## config.mk

```make
export PLATFORM = sky130hd
export DESIGN_NAME = fetch_pc_unit
export DESIGN_NICKNAME = d
export VERILOG_FILES = /design/src/rtl/fetch_pkg.sv /design/src/rtl/fetch_perf_counter.sv /design/src/rtl/fetch_pc_unit.sv
export SDC_FILE = /design/constraint.sdc
export NUM_CORES = 1
export LEC_CHECK = 0
export BUFFER_PORTS_ARGS = -buffer_cell sky130_fd_sc_hd__clkbuf_2
export CELL_PAD_IN_SITES_DETAIL_PLACEMENT = 1
export CELL_PAD_IN_SITES_GLOBAL_PLACEMENT = 1
export CORE_MARGIN = 2
export CORE_UTILIZATION = 33
export CTS_CLUSTER_DIAMETER = 30
export DETAILED_ROUTE_END_ITERATION = 10
export PLACE_DENSITY_LB_ADDON = 0.1
export SLEW_MARGIN = 20
export SYNTH_ARGS = -nofsm -noshare
export SYNTH_HDL_FRONTEND = slang
export SYNTH_SLANG_ARGS = --single-unit
```

## constraint.sdc

```tcl
create_clock -name clk -period 2.88 [get_ports clk]
set_input_delay 0.144 -clock clk [delete_from_list [all_inputs] [get_ports clk]]
set_output_delay 0.144 -clock clk [all_outputs]
set_load 0.03 [all_outputs]
```

## src/rtl/fetch_pkg.sv

```systemverilog
// fetch_pkg: shared types and constants for the instruction-fetch front end.
package fetch_pkg;
    typedef enum logic [1:0] {BOOT, RUN, TRAP} fetch_state_t;
    localparam logic [1:0]  CAUSE_NONE         = 2'd0;
    localparam logic [1:0]  CAUSE_MISALIGN     = 2'd1;
    localparam logic [1:0]  CAUSE_RANGE        = 2'd2;
    localparam logic [31:0] NOP_INSTR_DEFAULT  = 32'h0000_0013;
endpackage

```

## src/rtl/fetch_perf_counter.sv

```systemverilog
// fetch_perf_counter: free-running fetch and stall event counters, wrapping at 2^32.
module fetch_perf_counter (
    input  logic        clk,
    input  logic        rst,
    input  logic        i_fetch,
    input  logic        i_stall,
    output logic [31:0] o_fetch_count,
    output logic [31:0] o_stall_count
);
    logic [31:0] r_fetch_count;
    logic [31:0] r_stall_count;

    always_ff @(posedge clk) begin
        if (rst) begin
            r_fetch_count <= '0;
            r_stall_count <= '0;
        end else begin
            if (i_fetch) r_fetch_count <= r_fetch_count + 32'd1;
            if (i_stall) r_stall_count <= r_stall_count + 32'd1;
        end
    end

    assign o_fetch_count = r_fetch_count;
    assign o_stall_count = r_stall_count;
endmodule

```

## src/rtl/fetch_pc_unit.sv

```systemverilog
// fetch_pc_unit: program counter, next-PC selection and fetch qualification with sticky traps.
// Optional performance counters are enabled by defining FETCH_PERF_CNT_EN.
module fetch_pc_unit
    import fetch_pkg::*;
#(
    parameter logic [31:0] RESET_VECTOR = 32'h0000_0000,
    parameter int unsigned MEM_WORDS    = 81,
    parameter logic [31:0] NOP_INSTR    = NOP_INSTR_DEFAULT
) (
    input  logic        clk,
    input  logic        rst,
    input  logic        stall,
    input  logic        redirect_valid,
    input  logic [31:0] redirect_target,
    output logic [31:0] imem_addr,
    input  logic [31:0] imem_data,
    output logic [31:0] pc,
    output logic [31:0] pc_plus4,
    output logic [31:0] instr,
    output logic        inst_valid,
    output logic        trap,
    output logic [1:0]  trap_cause,
    output logic [31:0] trap_addr
`ifdef FETCH_PERF_CNT_EN
    ,
    output logic [31:0] fetch_count,
    output logic [31:0] stall_count
`endif
);
    localparam logic [31:0] RANGE_BYTES = 32'(4 * MEM_WORDS);

    fetch_state_t r_state;
    logic [31:0]  r_pc;
    logic [1:0]   r_cause;
    logic [31:0]  r_taddr;
    logic         w_in_range;
    logic         w_run;
    logic [31:0]  w_pc_plus4;

    // Offsetting by the reset vector makes wrapped or below-base PCs fail one unsigned compare.
    assign w_in_range = (r_pc - RESET_VECTOR) < RANGE_BYTES;
    assign w_run      = r_state == RUN;
    assign w_pc_plus4 = r_pc + 32'd4;

    always_ff @(posedge clk) begin
        if (rst) begin
            r_state <= BOOT;
            r_pc    <= RESET_VECTOR;
            r_cause <= CAUSE_NONE;
            r_taddr <= '0;
        end else begin
            case (r_state)
                BOOT: r_state <= RUN;
                RUN: begin
                    if (!w_in_range) begin
                        r_state <= TRAP;
                        r_cause <= CAUSE_RANGE;
                        r_taddr <= r_pc;
                    end else if (redirect_valid && redirect_target[1:0] != 2'b00) begin
                        r_state <= TRAP;
                        r_cause <= CAUSE_MISALIGN;
                        r_taddr <= redirect_target;
                    end else if (redirect_valid) begin
                        r_pc <= redirect_target;
                    end else if (!stall) begin
                        r_pc <= w_pc_plus4;
                    end
                end
                default: ;
            endcase
        end
    end

    assign imem_addr  = r_pc;
    assign pc         = r_pc;
    assign pc_plus4   = w_pc_plus4;
    assign inst_valid = w_run && !stall && w_in_range;
    assign instr      = inst_valid ? imem_data : NOP_INSTR;
    assign trap       = r_state == TRAP;
    assign trap_cause = r_cause;
    assign trap_addr  = r_taddr;

`ifdef FETCH_PERF_CNT_EN
    fetch_perf_counter u_perf (
        .clk           (clk),
        .rst           (rst),
        .i_fetch       (inst_valid),
        .i_stall       (w_run && stall && !redirect_valid),
        .o_fetch_count (fetch_count),
        .o_stall_count (stall_count)
    );
`endif
endmodule

```

Yosys cells after proc, flatten, opt, wreduce, memory -nomap -nowiden

Cells that the tools add are included.
W data, S select, Z words.

Register bits after elaboration: 68
Bits in latches: 0
Bits in writable memories: 0
ROM bits: 0
Word-level logic and storage cells: 32
Memories: 0

Add/sub/neg operators: 1
Multiply operators: 0
Div/mod/pow operators: 0
Magnitude comparators: 1
Eq/ne operators: 5
Shifts and indexed selects: 0
Muxes and demuxes: 10
Bitwise logic cells: 1
Reductions and logical operators: 10

Operators with widths:

| cell                    | number |
|---|---|
| $mux W32                | 5 |
| $add A32 B3 Y32 const B | 1 |
| $lt A32 B9 Y1 const B   | 1 |
| $mux W2                 | 4 |
| $ne A2 B1 Y1 const B    | 2 |
| $pmux W2 S2             | 1 |
| $reduce_and A2 Y1       | 2 |
| $reduce_and A4 Y1       | 1 |
| $reduce_bool A2 Y1      | 2 |
| $logic_and A1 B1 Y1     | 3 |
| $ne A3 B2 Y1 const B    | 1 |
| $eq A2 B1 Y1 const B    | 1 |
| $eq A2 B2 Y1 const B    | 1 |
| $logic_not A2 Y1        | 1 |
| $logic_not A1 Y1        | 1 |
| $not A1 Y1              | 1 |

Longest topological paths before layout

Depth after elaboration: 5
Gate-level depth with buffers: 9
Depth with buffers taken out: 7

Worst setup path before layout

Ideal clock, no wire load.

Path kind: register to output
Start: register r_pc[2] (netlist: imem_addr[2])
End: output port instr[22]
Arrival: 2448 ps
Required time: 2736 ps
Setup slack: 288 ps
Cell stages (with the launch flop): 10
Path through: dfxtp_1 inv_1 ha_1 nor4b_4 o211ai_2 or2_1 buf_6 nor3_4 buf_6 and2_1

Longest elaborated chain between the ends: 3

RTL lines:

| item                   | RTL line            | source |
|---|---|---|
| start, declared        | fetch_pc_unit.sv:33 | `logic [31:0] r_pc;` |
| start signal, assigned | fetch_pc_unit.sv:64 | `r_pc <= redirect_target;` |
| start signal, assigned | fetch_pc_unit.sv:66 | `r_pc <= w_pc_plus4;` |
| $lt A32 B9 Y1          | fetch_pc_unit.sv:41 | `assign w_in_range = (r_pc - RESET_VECTOR) < RANGE_BYTES;` |
| $logic_and A1 B1 Y1    | fetch_pc_unit.sv:77 | `assign inst_valid = w_run && !stall && w_in_range;` |
| named net inst_valid   | fetch_pc_unit.sv:20 | `output logic inst_valid,` |
| $mux W32               | fetch_pc_unit.sv:78 | `assign instr = inst_valid ? imem_data : NOP_INSTR;` |
| end, declared          | fetch_pc_unit.sv:19 | `output logic [31:0] instr,` |

The timed path passes the listed nets, and every way through them passes these cells.

Worst setup path in the final report

Start: register r_pc[23] (netlist: imem_addr[23])
End: output port instr[3]

Longest elaborated chain between the ends: 3

RTL lines:

| item                | RTL line |
|---|---|
| $lt A32 B9 Y1       | fetch_pc_unit.sv:41 |
| $logic_and A1 B1 Y1 | fetch_pc_unit.sv:77 |
| $mux W32            | fetch_pc_unit.sv:78 |

Every way passes these cells.

==> impl_metrics.env <==
export IMPL_placedInstanceArea_um2=5300
export IMPL_endpoint_kind="output pin"
export IMPL_worstSetupPathType="flip-flop to output pin"
export IMPL_min_from="redirect_target[18]"
export IMPL_nFillCells=1614
export IMPL_via_per_inst=5.13
export IMPL_power_density_nw_per_um2=988
export IMPL_crit_fanout=33
export IMPL_cts_tree="yes"
export IMPL_wirelength_mm=16.4
export IMPL_maxSlewViolCount=0
export IMPL_hold_depth=2
export IMPL_ys_warn_count=0
export IMPL_drtIter0Drc=186
export IMPL_reg2reg_from="imem_addr[23]"
export IMPL_n_antenna_cell=0
export IMPL_tightest_slew_ns=1.05
export IMPL_fin_worst_skew_ns=0.00644
export IMPL_io_pin_count=232
export IMPL_whs_endpoint="trap_addr[18]"
export IMPL_start_util_pct=33.5
export IMPL_grt_pass1_wl_mm=24.7
export IMPL_grt_ovfl_total=0
export IMPL_start_kind="flip-flop"
export IMPL_first_pass_iters=4
export IMPL_port_buffers=231
export IMPL_required_ns=2.74
export IMPL_r2r_end="trap_addr[11]"
export IMPL_cts_buffers=9
export IMPL_grt_antenna_before_repair=0
export IMPL_cap_violations=0
export IMPL_post_place_cells=889
export IMPL_numClockSinks=68
export IMPL_setup_tns_ns=0
export IMPL_num_vias=4653
export IMPL_fin_cells=907
export IMPL_r2r_cells=5
export IMPL_max_freq_mhz=361
export IMPL_path_clk_slew_ns=0.06
export IMPL_place_hpwl_mm=12.4
export IMPL_hold_viol_final=0
export IMPL_grt_max_degree=42
export IMPL_seq_area_frac_synth_pct=32.6
export IMPL_grtUsageTotal_pct=23.6
export IMPL_drc=0
export IMPL_irDropWorstVdd_v=0.000418
export IMPL_ff2ff_setup_slack_ns=0.26
export IMPL_clockBufferDepth=2
export IMPL_place_congestion=0.812
export IMPL_ant_nets=0
export IMPL_first_global_vias=4524
export IMPL_chipWidth_um=116
export IMPL_htree_levels=3
export IMPL_arrival_ns=2.63
export IMPL_design_area_um2=5710
export IMPL_avgSynthCellArea_um2=7.79
export IMPL_area_delta_synth_final_pct=37.0
export IMPL_insertion_delay_ns=0.33
export IMPL_die_h_um=116
export IMPL_status="complete, no violations"
export IMPL_synth_cells=535
export IMPL_relSlewSlack_pct=30.1
export IMPL_ys_types=49
export IMPL_setup_viol=0
export IMPL_cts_root_buffer="clkbuf_16"
export IMPL_ys_seq_elements=68
export IMPL_hp_class="input pin to flip-flop"
export IMPL_period_minus_slack_ns=2.77
export IMPL_dieArea_um2=13600
export IMPL_fin_nets=800
export IMPL_drive_gt1_share_pct=41.0
export IMPL_power_leakage_uw=0.00265
export IMPL_hold_buffers=0
export IMPL_row_count=41
export IMPL_post_route_period_util_pct=96.1
export IMPL_netlist_area_um2=4170
export IMPL_syn_nets=605
export IMPL_coreArea_um2=12500
export IMPL_wl_per_cell_um=18.1
export IMPL_rsz0062_at_grt="no"
-- power by group --
part / leakage [µW] / switching, µW / internal, µW / total [µW]
logic: 0.00192 / 2040 / 863 / 2900
registers: 0.000552 / 210 / 1140 / 1350
clock network: 0.000175 / 433 / 957 / 1390
total: 0.00265 / 2680 / 2960 / 5650
-- kinds of logic (layout without fill, tap and decap cells) --
kind of cell | Yosys count | in the layout | share of synthesized area (%)
buf+inv | 93 | 293 | 12.7
flops | 68 | 68 | 32.6
compound gates | 108 | 108 | 17.5
simple gates | 229 | 229 | 28.9
xor+xnor | 28 | 28 | 5.88
fa+ha+maj | 2 | 2 | 0.600
mux | 7 | 7 | 1.77
-- sequential cells by signal, summed over array words and instances (netlist names) --
name and cells:
imem_addr 32, trap_addr 32, r_state 2, trap_cause 2
-- critical path, stage by stage (launching register included) --
cell	delay, ns
dfxtp_1	0.38
nor4_2	0.42
nand4_2	0.24
or2_1	0.36
nor3_4	0.22
buf_6	0.23
and2_1	0.21
clkbuf_2	0.23
-- placed cells by master (no fill, tap or decap), types with 5 or more instances in the layout --
cell type / instances
a21oi_1: 52
a221o_1: 22
and2_1: 32
buf_4: 32
clkbuf_16: 9
clkbuf_2: 231
dfxtp_1: 67
inv_1: 13
nand2_1: 84
nand2b_1: 8
nand3_1: 18
nand4_1: 13
nor2_1: 38
nor3_1: 5
nor4_2: 5
o21ai_0: 8
o221ai_1: 6
o31ai_1: 6
xnor2_1: 20
xor2_1: 8
-- per-layer routing --
| metal | track usage, % | up-vias | part of all wire, % |
|---|---|---|---|
| met5 | 0 | - | 0 |
| met4 | 6.35 | 0 | 1.5 |
| met3 | 3.89 | 17 | 5.9 |
| met2 | 42.0 | 164 | 50 |
| met1 | 29.7 | 2264 | 42 |
| li1 | - | 2208 | - |
-- worst max-delay path by stage --
stage / end / cells after the start / startpoint / slack [ns]
final: instr[3] / 7 / imem_addr[23] / 0.11
after detailed placement: trap_addr[11] / 5 / imem_addr[23] / 0.12
after floorplan: instr[22] / 9 / imem_addr[2] / 0.29
after global placement: trap_addr[22] / 5 / imem_addr[23] / 0.22
after global routing: instr[3] / 7 / imem_addr[23] / 0.007
after CTS: pc_plus4[31] / 6 / imem_addr[4] / 0.007
-- timing repair --
action                     4_1_cts  5_1_grt
resized for setup                1        4
pin swaps                        0        1
setup endpoints to repair       10       29
buffers inserted                 0        2
-- per-stage QoR --
step | total power [µW] | hold WS, ns | util [%] | worst slack (ns)
floorplan | 3420 | 0.283 | - | 0.288
CTS | 5690 | 0.0474 | 45.6 | 0.00736
global route | 5960 | 0.0579 | 45.8 | 0.00666
finish | 5650 | 0.0579 | 45.8 | 0.111
detailed placement | 4280 | 0.395 | 42.5 | 0.118
global placement | 4220 | 0.386 | 42.5 | 0.215
-- cell type report --
type                    count  area, µm²  share of cell area [%]
clock buffers              10        239                    4.18
clock inverters             6        135                    2.37
inverters                  13       48.8                   0.854
multi-input cells         374       2300                    40.3
flip-flops and latches     68       1360                    23.9
well taps                 172        215                    3.77
repair buffers            264       1410                    24.6
-- synth_stat cells (all sizes together) --
master,count,area [µm²]
and4,3,26.3
buf,55,387
nand2,84,315
mux2,3,33.8
nand3b,1,7.51
a21oi,52,260
xor2,8,70.1
o221ai,6,52.6
a211oi,3,22.5
and4b,1,10.0
nor3,9,67.6
o211ai,4,35.0
xnor2,20,175
nor4,10,111
a31oi,1,6.26
nor2,39,149
clkbuf,25,93.8
inv,13,48.8
nand4,14,93.8
o21a,1,7.51
and2b,1,7.51
mux2i,4,40.0
o31ai,6,45.0
o21bai,1,7.51
and3,1,6.26
nand2b,8,50.1
or2,2,12.5
nor4b,1,23.8
nand3,18,90.1
a22oi,1,7.51
and2,33,206
o21ai,8,40.0
ha,2,25.0
nor2b,2,12.5
a221o,22,220
o41ai,3,26.3
dfxtp,68,1360
nor3b,2,15.0
Note: power is estimated with default switching activity, not from simulation.
